**src/rtl/sobel_ctrl.sv**
```systemverilog
// Frame sequencer for the Sobel compute stage: fetches prev/curr/next row words, strobes loads and
// shifts, writes results back with a one-group lag plus a per-row flush. One memory access in flight.
module sobel_ctrl #(
    parameter int IMG_W    = 16,
    parameter int IMG_H    = 16,
    parameter int ADDR_W   = 16,
    parameter int SRC_BASE = 0,
    parameter int DST_BASE = 'h1000
) (
    input  logic              clk_i,
    input  logic              rst_i,
    input  logic              start_i,
    output logic              busy_o,
    output logic              done_o,
    output logic [ADDR_W-1:0] mem_adr_o,
    output logic              mem_stb_o,
    output logic              mem_we_o,
    output logic [31:0]       mem_dat_o,
    input  logic [31:0]       mem_dat_i,
    input  logic              mem_ack_i,
    output logic [31:0]       dat_o,
    output logic              prev_row_load_o,
    output logic              curr_row_load_o,
    output logic              next_row_load_o,
    output logic              shift_en_o,
    input  logic [31:0]       result_i
);
    localparam int WPR = IMG_W / 4;
    localparam int GW  = (WPR > 2) ? $clog2(WPR) : 1;
    localparam int RW  = $clog2(IMG_H);
    localparam logic [ADDR_W-1:0] WPR_A = ADDR_W'(WPR);
    localparam logic [ADDR_W-1:0] SRC_A = ADDR_W'(SRC_BASE);
    localparam logic [ADDR_W-1:0] DST_A = ADDR_W'(DST_BASE);

    typedef enum logic [2:0] {IDLE, RD_PREV, RD_CURR, RD_NEXT, SHIFT, WR, FLUSH, DONE} state_t;

    state_t            state, state_nxt;
    logic [1:0]        sh_cnt;
    logic [GW-1:0]     g;
    logic [RW-1:0]     r;
    logic [ADDR_W-1:0] row_base;   // r * WPR, kept incrementally
    logic              tail;       // set once the flush is done: the pending write is the row's last word
    logic              ack, shift_last, last_row, last_grp;

    assign ack        = mem_ack_i & mem_stb_o;
    // The SHIFT cycle that carries the next-row load is the load-settle cycle; no shift there.
    assign shift_en_o = (state == SHIFT && !next_row_load_o) || state == FLUSH;
    assign shift_last = shift_en_o && sh_cnt == 2'd3;
    assign last_row   = r == RW'(IMG_H - 2);
    assign last_grp   = g == GW'(WPR - 1);

    assign busy_o    = state != IDLE;
    assign done_o    = state == DONE;
    assign mem_stb_o = state == RD_PREV || state == RD_CURR || state == RD_NEXT || state == WR;
    assign mem_we_o  = state == WR;
    assign mem_dat_o = (state == WR) ? result_i : 32'h0;

    always_comb begin
        mem_adr_o = '0;
        case (state)
            RD_PREV: mem_adr_o = SRC_A + row_base - WPR_A + ADDR_W'(g);
            RD_CURR: mem_adr_o = SRC_A + row_base + ADDR_W'(g);
            RD_NEXT: mem_adr_o = SRC_A + row_base + WPR_A + ADDR_W'(g);
            WR:      mem_adr_o = DST_A + row_base + ADDR_W'(g) - (tail ? '0 : ADDR_W'(1));
            default: mem_adr_o = '0;
        endcase
    end

    always_comb begin
        state_nxt = state;
        case (state)
            IDLE:    if (start_i) state_nxt = RD_PREV;
            RD_PREV: if (ack) state_nxt = RD_CURR;
            RD_CURR: if (ack) state_nxt = RD_NEXT;
            RD_NEXT: if (ack) state_nxt = SHIFT;
            SHIFT:   if (shift_last) state_nxt = (g == '0) ? RD_PREV : WR;
            FLUSH:   if (shift_last) state_nxt = WR;
            WR: begin
                if (ack) begin
                    if (tail)          state_nxt = last_row ? DONE : RD_PREV;
                    else if (last_grp) state_nxt = FLUSH;
                    else               state_nxt = RD_PREV;
                end
            end
            DONE:    state_nxt = IDLE;
            default: state_nxt = IDLE;
        endcase
    end

    always_ff @(posedge clk_i or posedge rst_i) begin
        if (rst_i) begin
            state           <= IDLE;
            sh_cnt          <= 2'd0;
            g               <= '0;
            r               <= RW'(1);
            row_base        <= WPR_A;
            tail            <= 1'b0;
            dat_o           <= 32'h0;
            prev_row_load_o <= 1'b0;
            curr_row_load_o <= 1'b0;
            next_row_load_o <= 1'b0;
        end else begin
            state           <= state_nxt;
            prev_row_load_o <= ack && state == RD_PREV;
            curr_row_load_o <= ack && state == RD_CURR;
            next_row_load_o <= ack && state == RD_NEXT;
            if (ack && !mem_we_o) dat_o <= mem_dat_i;
            if (shift_en_o) sh_cnt <= sh_cnt + 2'd1;
            if (state == SHIFT && shift_last && g == '0) g <= g + GW'(1);
            if (state == FLUSH && shift_last) tail <= 1'b1;
            if (state == WR && ack) begin
                if (tail) begin
                    tail <= 1'b0;
                    g    <= '0;
                    if (last_row) begin
                        r        <= RW'(1);
                        row_base <= WPR_A;
                    end else begin
                        r        <= r + RW'(1);
                        row_base <= row_base + WPR_A;
                    end
                end else if (!last_grp) begin
                    g <= g + GW'(1);
                end
            end
        end
    end
endmodule

```
**config.mk**
```make
export PLATFORM = sky130hd
export DESIGN_NAME = sobel_ctrl
export DESIGN_NICKNAME = d
export VERILOG_FILES = /design/src/rtl/sobel_ctrl.sv
export SDC_FILE = /design/constraint.sdc
export NUM_CORES = 1
export LEC_CHECK = 0
export ABC_AREA = 0
export CORE_MARGIN = 3
export CORE_UTILIZATION = 40
export DETAILED_ROUTE_END_ITERATION = 16
export PLACE_DENSITY = 0.79
export SYNTH_ARGS = -nofsm -noshare
export SYNTH_HDL_FRONTEND = slang
export SYNTH_SLANG_ARGS = --single-unit
```
**constraint.sdc**
```tcl
create_clock -name clk_i -period 3.7 [get_ports clk_i]
set_input_delay 0.925 -clock clk_i [delete_from_list [all_inputs] [get_ports clk_i]]
set_output_delay 0.925 -clock clk_i [all_outputs]
set_load 0.1 [all_outputs]
```
; ---- Yosys cells after proc, flatten, opt, wreduce, memory -nomap -nowiden
; Index checks and enable logic that the tools add are counted.
[totals]
ff_bits = 63
out_inout_bits = 88
word_cells = 84
[op_classes]
add_sub_neg = 11
eq_ne = 17
mux = 24
n_bitwise = 1
reduce_logical = 21
[op_table]
columns = cell, n
row1 = 16-bit by 2-bit adder with 16-bit output, 4
row2 = 16-bit one-hot mux with 4 select lines, 1
row3 = 3-bit 2-to-1 mux, 11
row4 = 32-bit 2-to-1 mux, 1
row5 = 3-bit one-hot mux with 8 select lines, 1
row6 = "13-bit by 16-bit adder with 16-bit output, first input constant", 1
row7 = "16-bit by 3-bit adder with 16-bit output, second input constant", 1
row8 = 16-bit 2-to-1 mux, 1
row9 = 16-bit by 1-bit subtractor with 16-bit output, 1
row10 = "16-bit by 3-bit subtractor with 16-bit output, second input constant", 1
row11 = "3-bit == test, second input constant", 4
row12 = "2-bit inequality test, second input constant", 6
row13 = 1-bit logical AND, 10
row14 = 2-bit 2-to-1 mux, 4
row15 = 7-bit AND reduction, 1
row16 = "3-bit by 2-bit == test with 1-bit output, second input constant", 2
row17 = "2-bit by 1-bit adder with 2-bit output, second input constant", 2
row18 = "4-bit by 1-bit adder with 4-bit output, second input constant", 1
row19 = "2-bit == test, second input constant", 2
row20 = "4-bit == test, second input constant", 1
row21 = 1-bit logical OR, 4
row22 = 1-bit 2-to-1 mux, 4
row23 = 4-bit 2-to-1 mux, 1
row24 = "3-bit by 1-bit == test with 1-bit output, second input constant", 1
row25 = 7 further kinds, 8

; ---- Longest topological paths before layout
; Gate-level depths: netlist (run 1).
[logic_depth]
ltp_word = 10
depth_mapped = 10
depth_no_buf = 9

; ---- Worst setup path before layout (run 1)
; Ideal clock, no wire load.
[synth_timing]
kind = flip-flop to output port
startpoint = register row_base[2]
endpoint = output port mem_adr_o[10]
arrival_ns = 3.666
t_required_ns = 2.775
path_slack_ns = -0.891
path_stages_with_launch = 9
cell_sequence = dfstp_2 -> buf_1 -> inv_1 -> ha_1 -> nor4_1 -> o31ai_2 -> a31oi_2 -> xor2_1 -> o22ai_1
[synth_between]
elab_chain_len = 4
elab_cells_between_ends = 9
[synth_lines]
columns = item, line
row1 = start: declaration, 41  ; logic [ADDR_W-1:0] row_base;
row2 = start signal: assignment, 120  ; row_base <= row_base + WPR_A;
row3 = 13-bit by 16-bit adder with 16-bit output, 64  ; WR: mem_adr_o = DST_A + row_base + ADDR_W'(g) - (tail ? '0 : ADDR_W'(1));
row4 = 16-bit by 2-bit adder with 16-bit output, 64
row5 = 16-bit by 1-bit subtractor with 16-bit output, 64
row6 = 16-bit one-hot mux with 4 select lines *, 60  ; case (state)
row7 = end: declaration, 15  ; output logic [ADDR_W-1:0] mem_adr_o,
; Every way passes the cells marked *; elsewhere a longest branch is shown, timed or not.

; ---- Worst setup path in the final report (run 1)
[layout_timing]
startpoint = register g[0]
endpoint = output port mem_adr_o[14]
[layout_between]
elab_chain_len = 3
elab_cells_between_ends = 6
[layout_lines]
columns = item, line
row1 = start: declaration, 39  ; logic [GW-1:0] g;
row2 = start signal: assignment, 109  ; if (state == SHIFT && shift_last && g == '0) g <= g + GW'(1);
row3 = start signal: assignment, 123  ; g <= g + GW'(1);
row4 = 16-bit by 2-bit adder with 16-bit output, 64
row5 = 16-bit by 1-bit subtractor with 16-bit output, 64
row6 = 16-bit one-hot mux with 4 select lines *, 60
; Marks and branches as above.

==> summary.md, run 1 <==
| Metric | Value |
|---|---|
| Routed Antenna Nets | 0 |
| Endpoint type of the worst setup path | output port |
| Most used flip-flop cell after synthesis | sky130_fd_sc_hd__dfrtp_1 |
| Hold buffers post-CTS | 0 |
| Leading cell types by total area after synthesis | sky130_fd_sc_hd__dfrtp_1 31%, sky130_fd_sc_hd__ha_1 10%, sky130_fd_sc_hd__mux2_2 8.1% |
| Violation count after the first detailed-routing iteration | 383 |
| Share of synthesized registers carrying an async set or reset | 1.00 |
| Critical path, cell by cell | ha_4 -> fa_2 -> a21oi_4 -> nor4_4 -> o31ai_2 -> buf_4 -> a31oi_4 -> a2111o_1 -> o211ai_1 -> buf_12 |
| Nets | about 800 |
| Post-synth EDFFs | 0 |
| Worst max-slew margin expressed relative to the limit | 0.337 |
| Synth Register Bits | 61 |
| Effective utilization at floorplan | 0.412 |
| Flip-flop and latch area | roughly 1500 sq um |
| Unique cell type count in the Yosys netlist | 63 |
| Buffers plus inverters on the worst setup path | 2 |
| Number of max-capacitance violations reported | 0 |
| Global-route congestion overflow total | 0 |
| Buffer depth of the longest clock path | 2 |
| Number of antenna violations at the first check in global routing | 0 |
| Number of global-route vias before repair | around 4700 |
| Area of the multi-input gates | between 3000 and 4000 sq um |
| Startpoint class of the critical path | flop |
| Sequential cell area fraction in the yosys report | 0.324 |
| Required arrival time at the worst endpoint | roughly 2.8 ns |
| Count of vias placed by the detailed router | about 4800 |
| Data arrival time of the critical path | roughly 2.8 ns |
| Horizontal die dimension | 115 um |
| Total wire length | ~15 mm |
| Post-synthesis cell count | between 500 and 600 |
| Clk pin slew, worst setup/hold paths | around 0.060 ns |
| First-pass GRT wire length | about 23 mm |
| Layout Area Growth over Synthesis | 59.5% |
| Ys Warns | 0 |
| Pin count of the biggest net entering global routing | 55 |
| Area inside the core boundary | 11500 sq um |
| Clk_lat worst skew | around 0.34 ns |
| Most area-hungry cell type in the Yosys netlist | sky130_fd_sc_hd__dfrtp_1 |
| Detail-routed net length per standard cell | about 18 um |
| Number of failing hold endpoints at the final stage | 0 |
| RSZ-0062 raised after global routing | yes |
| Clock tree root driver cell | sky130_fd_sc_hd__clkbuf_16 |
| Overall Global Routing Usage | 0.220 |
| Top achievable clock speed | roughly 0.27 GHz |
| Critical path's slowest cell | sky130_fd_sc_hd__dfrtp_1 |
| Maximum fanout along the worst path | 5 |
| Outcome | finished, violations left |
| Violated checks | negative setup slack |
| First-pass iteration count of the detailed router | 6 |
| Worst-case clock skew | 0.00957 ns |
| Average footprint of a synthesized cell | 8.88 sq um |
| Post-route minimum period | about 3.8 ns |
| Fill cell count | 860 |
| Most common cell in the netlist | sky130_fd_sc_hd__dfrtp_1 |
| Die Height | roughly 110 um |
| Hold WS | roughly 0.50 ns |
| CP Class | flop to output port |
| Clk sink count | a little over 60 |
| Number of failing setup endpoints in the final timing report | 2 |
| Class of the most critical hold timing path | flop to flop |
| Area share of the largest cell type after synthesis | 0.313 |
| Diode count | 0 |
| Post-Syn Nets | 640 |
| Clock buffer count from CTS | 9 |
| Row Count | 39 |
| Drc violations | 0 |
| Total half-perimeter wirelength after legalization and detailed placement | between 10 and 15 mm |
| H-tree depth | 3 |
| Final Cycle Share | 1.02 |
| Actual transition at the worst max-transition pin | 0.992 ns |
| Clock tree from TritonCTS | yes |
| Total count of max-transition violations in the final report | 0 |
| Most frequent cells after synthesis | 59 x sky130_fd_sc_hd__dfrtp_1, 40 x sky130_fd_sc_hd__nand2_1, 39 x sky130_fd_sc_hd__ha_1 |
| Final RePlAce weighted congestion | between 0.8 and 0.9 |
| Share of cells above drive strength 1 | 0.278 |
| Family with the most delay on the worst path | compound AO/OA/AOI/OAI gates |
| Via density per instance | between 5 and 6 |
| Crit path largest cell delay | roughly 0.42 ns |
| Synth Cell Area | 4720 sq um |
| Floorplan die area | around 13000 sq um |
| Boundary pin count | between 150 and 200 |
| PortBufs | ~160 |
| Crit path setup slack, layout | -0.0672 ns |
==> cells by family after synthesis <==
logic type,after synthesis,share of synthesized area
buffers and inverters,66,0.0601
adder cells (fa/ha/maj),40,0.108
XOR/XNOR,16,0.0297
AO/OA/AOI/OAI,135,0.194
flip-flops,61,0.324
multiplexers,39,0.0917
AND/OR/NAND/NOR,175,0.193
==> per-layer routing <==
| metal | track usage | vias up | part of all wire |
|---|---|---|---|
| li1 | - | 2247 | - |
| met1 | 0.278 | 2312 | 0.41 |
| met2 | 0.369 | 210 | 0.49 |
| met3 | 0.0534 | 28 | 0.075 |
| met4 | 0.0721 | 0 | 0.022 |
| met5 | 0 | - | 0 |
==> flip-flops by register name (all words and copies together), names as in the netlist, 2 cells and up <==
signal    cells
dat_o        32
g             2
r             4
row_base     14
sh_cnt        2
state         3
==> cell type report <==
class                      instances  share of cell area
clock inverter                     6             0.00913
clock buffer                      10              0.0317
timing repair buffer             187               0.306
multi-input combinational        405               0.412
tap                              143              0.0238
sequential                        61               0.204
inverter                          26              0.0133
==> worst paths after layout <==
check                           from            end  slack (ns)  cells after the start
setup reg to reg            state[1]   row_base[11]        1.15                      7
hold reg to reg            sh_cnt[0]      sh_cnt[0]        0.50                      1
setup / recovery                g[0]  mem_adr_o[14]       -0.07                     10
min in group asynchronous      rst_i      dat_o[11]        0.95                      2
max in group asynchronous      rst_i           r[0]        1.99                      3
hold / removal             sh_cnt[0]      sh_cnt[0]        0.50                      1
==> what timing repair did <==
item	CTS	global route
pin swaps	4	8
resized for setup	7	27
setup buffers	2	15
endpoints found under the hold margin	0	0
cloned	0	0
setup endpoints to repair	7	8
==> per-stage QoR <==
| step | utilization | cells | area [sq um] | setup slack, ns | TNS [ns] |
|---|---|---|---|---|---|
| 2_1_floorplan | - | 532 | 4820 | -0.476 | -0.573 |
| 3_3_place_gp | 0.609 | 805 | 6980 | 0.144 | 0 |
| 3_5_place_dp | 0.609 | 805 | 6980 | 0.0415 | 0 |
| 4_1_cts | 0.639 | 823 | 7330 | -0.0981 | -0.210 |
| 5_1_grt | 0.657 | 838 | 7530 | -0.144 | -0.397 |
| 6_report | 0.657 | 838 | 7530 | -0.0672 | -0.0812 |
==> layout by cell type (no fill, tap or decap), types with 8 or more instances in the layout <==
master	n
sky130_fd_sc_hd__a21oi_1	22
sky130_fd_sc_hd__and3_1	37
sky130_fd_sc_hd__buf_12	52
sky130_fd_sc_hd__buf_4	34
sky130_fd_sc_hd__clkbuf_16	9
sky130_fd_sc_hd__clkdlybuf4s50_1	101
sky130_fd_sc_hd__dfrtp_1	51
sky130_fd_sc_hd__dfrtp_2	8
sky130_fd_sc_hd__ha_1	31
sky130_fd_sc_hd__inv_1	18
sky130_fd_sc_hd__mux2_2	34
sky130_fd_sc_hd__nand2_1	40
sky130_fd_sc_hd__nand3_1	18
sky130_fd_sc_hd__nor2_1	32
sky130_fd_sc_hd__o21ai_0	38
sky130_fd_sc_hd__o22ai_2	8
sky130_fd_sc_hd__o31ai_1	9
sky130_fd_sc_hd__xnor2_1	11
Power of run 1 is not shown: default switching activity piles up to over one toggle a cycle in this logic, so the estimate is an artifact.
==> run 2: changes to the inputs <==
- CORE_MARGIN: 3 -> 2
==> run 2 against run 1 <==
Routed wire length fell by 3.2%. Flip-flop and latch count did not move. Critical path type unchanged. Largest cell class unchanged. Via count did not move. Cell area fell by 1.5%. The flow still finishes with violations (negative setup slack). Setup slack got worse by 0.039 ns. Maximum frequency fell by 1.0%.
==> summary.md, run 2 (synthesized netlist as in run 1, its figures left out) <==
| Metric | Value |
|---|---|
| Outcome | finished, violations left |
| Violated checks | negative setup slack |
| H-tree depth | 3 |
| Effective utilization at floorplan | 0.412 |
| Biggest regs | dat_o: 32 flops, row_base: 14 flops, r: 4 flops |
| RSZ-0062 raised after global routing | yes |
| Violation count after the first detailed-routing iteration | between 300 and 400 |
| Leading cell types in the layout, fill and taps excluded | 101 x sky130_fd_sc_hd__clkdlybuf4s50_1, 53 x sky130_fd_sc_hd__dfrtp_1, 53 x sky130_fd_sc_hd__buf_12 |
| Post-route minimum period | 3.81 ns |
| PortBufs | 155 |
| Boundary pin count | around 160 |
| Required arrival time at the worst endpoint | around 2.8 ns |
| Number of failing setup endpoints in the final timing report | 3 |
| Final Cycle Share | 1.03 |
| Routed Antenna Nets | 0 |
| Hold buffers post-CTS | 0 |
| Endpoint type of the worst setup path | output port |
| Placed cell areas | 7000 sq um |
| Post-route standard cell area excluding fillers | 7420 sq um |
| Pin count of the biggest net entering global routing | 42 |
| Largest register FFs | 32 |
| Final RePlAce weighted congestion | roughly 0.87 |
| Drc violations | 0 |
| Layout Area Growth over Synthesis | 57.2% |
| Number of max-capacitance violations reported | 0 |
| Actual transition at the worst max-transition pin | between 0.9 and 1 ns |
| Register name with the most flops | dat_o |
| First-pass iteration count of the detailed router | 5 |
| Via density per instance | about 5.8 |
| Detail-routed net length per standard cell | 18.1 um |
| First-pass GRT wire length | approximately 24 mm |
| Most common library cell in the layout ignoring fill and taps | sky130_fd_sc_hd__clkdlybuf4s50_1 |
| Crit path setup slack, layout | -0.107 ns |
| Number of global-route vias before repair | between 4000 and 5000 |
| Clock buffer count from CTS | 9 |
| Count of vias placed by the detailed router | between 4000 and 5000 |
| Class of the most critical hold timing path | flop to flop |
| Worst max-slew margin expressed relative to the limit | 0.332 |
| Worst-case clock skew | 0.00909 ns |
| Clock tree from TritonCTS | yes |
| Buffer depth of the longest clock path | 2 |
| Nets | approximately 790 |
| CP Class | flop to output port |
| Startpoint class of the critical path | flop |
| Clock tree root driver cell | sky130_fd_sc_hd__clkbuf_16 |
| Total wire length | 15.0 mm |
| Global-route congestion overflow total | 0 |
| Floorplan die area | 12700 sq um |
| Horizontal die dimension | around 110 um |
| Clk pin slew, worst setup/hold paths | approximately 0.050 ns |
| Number of failing hold endpoints at the final stage | 0 |
| Share of cells above drive strength 1 | 0.255 |
| Maximum fanout along the worst path | 5 |
| Number of antenna violations at the first check in global routing | 0 |
| Overall Global Routing Usage | 0.230 |
| Total count of max-transition violations in the final report | 0 |
| Data arrival time of the critical path | around 2.9 ns |
| Top achievable clock speed | between 0.2 and 0.3 GHz |
| Die Height | ~110 um |
| Clk_lat worst skew | approximately 0.34 ns |
| Clk sink count | 61 |
| Row Count | 39 |
| Area inside the core boundary | between 10000 and 15000 sq um |
| Total half-perimeter wirelength after legalization and detailed placement | between 10 and 15 mm |
| Diode count | 0 |
[run 2: cell types whose count changed in the layout (fill, tap and decap cells not counted), sizes merged]
cell      delta
bufinv       -1
inv          -1
clkbuf       -1
clkinv       +4
buf          -9
clkinvlp     -1
[run 2: final timing paths]
path / startpoint / cells after the start / slack (ns) / to
worst max-delay path: g[0] / 10 / -0.11 / mem_adr_o[14]
worst min-delay path: sh_cnt[0] / 1 / 0.47 / sh_cnt[0]
worst max register to register: state[1] / 6 / 1.11 / r[1]
worst min register to register: sh_cnt[0] / 1 / 0.47 / sh_cnt[0]
max in group asynchronous: rst_i / 3 / 2.18 / r[0]
min in group asynchronous: rst_i / 2 / 0.82 / dat_o[1]
[run 2: metal layers]
metal / global-route usage / routed length [um]
met1: 0.298 / 6130
met2: 0.385 / 7460
met3: 0.0448 / 1040
met4: 0.0797 / 367
met5: 0 / 0
[run 2: critical path, stage by stage, from the launching register on]
cell and delay [ns]:
sky130_fd_sc_hd__dfrtp_1 0.41, sky130_fd_sc_hd__ha_4 0.18, sky130_fd_sc_hd__fa_2 0.41, sky130_fd_sc_hd__a21oi_4 0.20, sky130_fd_sc_hd__nor4_4 0.06, sky130_fd_sc_hd__o31ai_2 0.22
sky130_fd_sc_hd__buf_4 0.17, sky130_fd_sc_hd__a31oi_4 0.13, sky130_fd_sc_hd__a2111o_1 0.41, sky130_fd_sc_hd__o211ai_1 0.15, sky130_fd_sc_hd__buf_12 0.22
[run 2: layout make-up]
class,instances,area (sq um)
Sequential cell,61,1540
Inverter,26,100
Timing Repair Buffer,178,2250
Clock buffer,9,225
Tap cell,143,179
Clock inverter,7,50.0
Fill cell,887,4040
Multi-Input combinational cell,405,3080
[run 2: repair_timing]
item                       in CTS  in global routing
setup endpoints to repair       7                  7
resized for setup               9                 18
setup buffers                   5                  2
pin swaps                       9                  5
[run 2: stage by stage]
| step | TNS [ns] | setup WS [ns] | utilization | std cells | hold WS, ns |
|---|---|---|---|---|---|
| after floorplan | -0.573 | -0.476 | - | 532 | 0.448 |
| after global routing | -0.457 | -0.182 | 0.647 | 829 | 0.497 |
| final | -0.189 | -0.107 | 0.647 | 829 | 0.471 |
| after detailed placement | 0 | 0.0624 | 0.611 | 806 | 0.467 |
| after global placement | 0 | 0.143 | 0.611 | 806 | 0.462 |
| after CTS | -0.119 | -0.0517 | 0.641 | 827 | 0.475 |
Power of run 2 is left out for the same reason.
==> run 3: changes to the inputs <==
--- a/config.mk
+++ b/config.mk
@@ -12,2 +12,3 @@
 export PLACE_DENSITY = 0.79
+export SLEW_MARGIN = 5
 export SYNTH_ARGS = -nofsm -noshare
==> constraint.sdc (replaced) <==
create_clock -name clk_i -period 3.7 [get_ports clk_i]
set_input_delay 0.37 -clock clk_i [delete_from_list [all_inputs] [get_ports clk_i]]
set_output_delay 0.37 -clock clk_i [all_outputs]
set_load 0.1 [all_outputs]
==> run 3 against run 2 <==
The run now ends clean. Core utilization down 4.5 points. Register-to-register slack worse by 0.22 ns. Via count down 3.2%. Non-clock buffer count down 16. Critical path type unchanged.
==> summary.md, run 3 (synthesized netlist as in run 1, its figures left out) <==
| Metric | Value |
|---|---|
| Outcome | finished, final reports clean |
| Clk_lat worst skew | 0.33 ns |
| Final Cycle Share | 0.953 |
| Leading cell types in the layout, fill and taps excluded | 102 x sky130_fd_sc_hd__clkdlybuf4s50_1, 58 x sky130_fd_sc_hd__dfrtp_1, 40 x sky130_fd_sc_hd__nand2_1 |
| Required arrival time at the worst endpoint | roughly 3.3 ns |
| Worst-case clock skew | about 0.011 ns |
| Endpoint type of the worst setup path | output port |
| Floorplan die area | about 13000 sq um |
| Buffer depth of the longest clock path | 2 |
| Top achievable clock speed | between 0.2 and 0.3 GHz |
| Total half-perimeter wirelength after legalization and detailed placement | 10.6 mm |
| CP Class | flop to output port |
| Register name with the most flops | dat_o |
| Final RePlAce weighted congestion | around 0.94 |
| Number of max-capacitance violations reported | 0 |
| Hold path start | sh_cnt[0] |
| Maximum fanout along the worst path | 10 |
| PortBufs | 155 |
| Slack of the worst reg-to-reg path | approximately 0.89 ns |
| Violation count after the first detailed-routing iteration | 360 |
| First-pass iteration count of the detailed router | 5 |
| First-pass GRT wire length | 23.2 mm |
| Startpoint of the most critical register-to-register path | state[2] |
| Drc violations | 0 |
| Horizontal die dimension | 113 um |
| Actual transition at the worst max-transition pin | 1.01 ns |
| Clk pin slew, worst setup/hold paths | approximately 0.060 ns |
| Overall Global Routing Usage | 0.225 |
| Most common library cell in the layout ignoring fill and taps | sky130_fd_sc_hd__clkdlybuf4s50_1 |
| Biggest regs | dat_o: 32 flops, row_base: 14 flops, r: 4 flops |
| Number of global-route vias before repair | ~4400 |
| Layout Area Growth over Synthesis | 46.1% |
| Area inside the core boundary | 11500 sq um |
| Worst max-slew margin expressed relative to the limit | 0.323 |
| RSZ-0062 raised after global routing | no |
| Startpoint class of the critical path | flop |
| Share of cells above drive strength 1 | 0.193 |
| Placed cell areas | about 6600 sq um |
| Global-route congestion overflow total | 0 |
| Class of the most critical hold timing path | flop to flop |
| Die Height | around 110 um |
| Boundary pin count | about 160 |
| Hold buffers post-CTS | 0 |
| H-tree depth | 3 |
| Number of failing setup endpoints in the final timing report | 0 |
| Number of instances on the worst hold path | 1 |
| Row Count | 39 |
| Detail-routed net length per standard cell | roughly 18 um |
| Clk sink count | 61 |
| Clock buffer count from CTS | 9 |
| Clock tree root driver cell | sky130_fd_sc_hd__clkbuf_16 |
| Post-route standard cell area excluding fillers | approximately 7000 sq um |
| Total wire length | around 14 mm |
| Post CTS Setup Buffer Count | 0 |
| Routed Antenna Nets | 0 |
| Data arrival time of the critical path | approximately 3.2 ns |
| Pin count of the biggest net entering global routing | between 40 and 50 |
| Via density per instance | 5.71 |
| Number of antenna violations at the first check in global routing | 0 |
| Hold worst-path end | sh_cnt[0] |
| Total count of max-transition violations in the final report | 0 |
| Diode count | 0 |
| Largest register FFs | 32 |
| Post-route minimum period | 3.53 ns |
| FF-to-FF End | row_base[12] |
| Effective utilization at floorplan | 0.412 |
| Number of failing hold endpoints at the final stage | 0 |
| Nets | approximately 770 |
| Number of cell instances on the worst register-to-register path | 5 |
| Clock tree from TritonCTS | yes |
| Count of vias placed by the detailed router | 4644 |
run 3: cell types whose count changed in the layout (fill, tap and decap cells not counted), sizes merged:
| cell | previous run | this run |
|---|---|---|
| buf | 77 | 60 |
| bufinv | 0 | 1 |
| clkdlybuf4s50 | 101 | 102 |
| clkinv | 6 | 4 |
| clkinvlp | 0 | 1 |
run 3: per-layer routing:
layer	GRT usage	wire, um	vias up
met5	0	0	-
met4	0.0740	227	0
met3	0.0432	1110	22
met2	0.374	6900	229
met1	0.295	6240	2200
li1	-	-	2193
run 3: worst max path at each step:
stage	startpoint	cells past startpoint	slack (ns)	to
floorplan	row_base[2]	8	-0.05	mem_adr_o[14]
global route	tail	10	0.007	mem_adr_o[14]
finish	tail	10	0.17	mem_adr_o[14]
global placement	tail	10	0.51	mem_adr_o[14]
detailed placement	tail	10	0.46	mem_adr_o[14]
CTS	tail	10	0.11	mem_adr_o[14]
run 3: final cells by class:
class / count / area, sq um
Timing Repair Buffer: 162 / 1860
Clock inverter: 7 / 73.8
Fill cell: 968 / 4560
Tap cell: 143 / 179
Inverter: 26 / 97.6
Multi-Input combinational cell: 405 / 2940
Sequential cell: 61 / 1530
Clock buffer: 9 / 225
run 3: per-stage QoR:
step	utilization	worst slack, ns	cells	TNS [ns]	hold WS (ns)
5_1_grt	0.602	0.00734	813	0	0.510
3_5_place_dp	0.576	0.461	797	0	0.474
4_1_cts	0.602	0.107	813	0	0.486
2_1_floorplan	-	-0.0456	532	-0.0456	0.448
3_3_place_gp	0.576	0.507	797	0	0.462
6_report	0.602	0.173	813	0	0.492
run 3: repair_timing:
action | 4_1_cts | 5_1_grt
hold endpoints to repair | 0 | 0
resized for setup | 0 | 1
endpoints found under the setup margin | 0 | 1
run 3: worst max-delay path: stages (launching register included):
cell	delay (ns)
sky130_fd_sc_hd__dfrtp_2	0.46
sky130_fd_sc_hd__inv_1	0.08
sky130_fd_sc_hd__ha_1	0.22
sky130_fd_sc_hd__fa_1	0.41
sky130_fd_sc_hd__a21oi_1	0.24
sky130_fd_sc_hd__nor4_2	0.08
sky130_fd_sc_hd__o31ai_2	0.28
sky130_fd_sc_hd__a31oi_2	0.22
sky130_fd_sc_hd__a2111o_1	0.47
sky130_fd_sc_hd__o211ai_1	0.15
sky130_fd_sc_hd__buf_12	0.21
Power of run 3 is left out for the same reason.
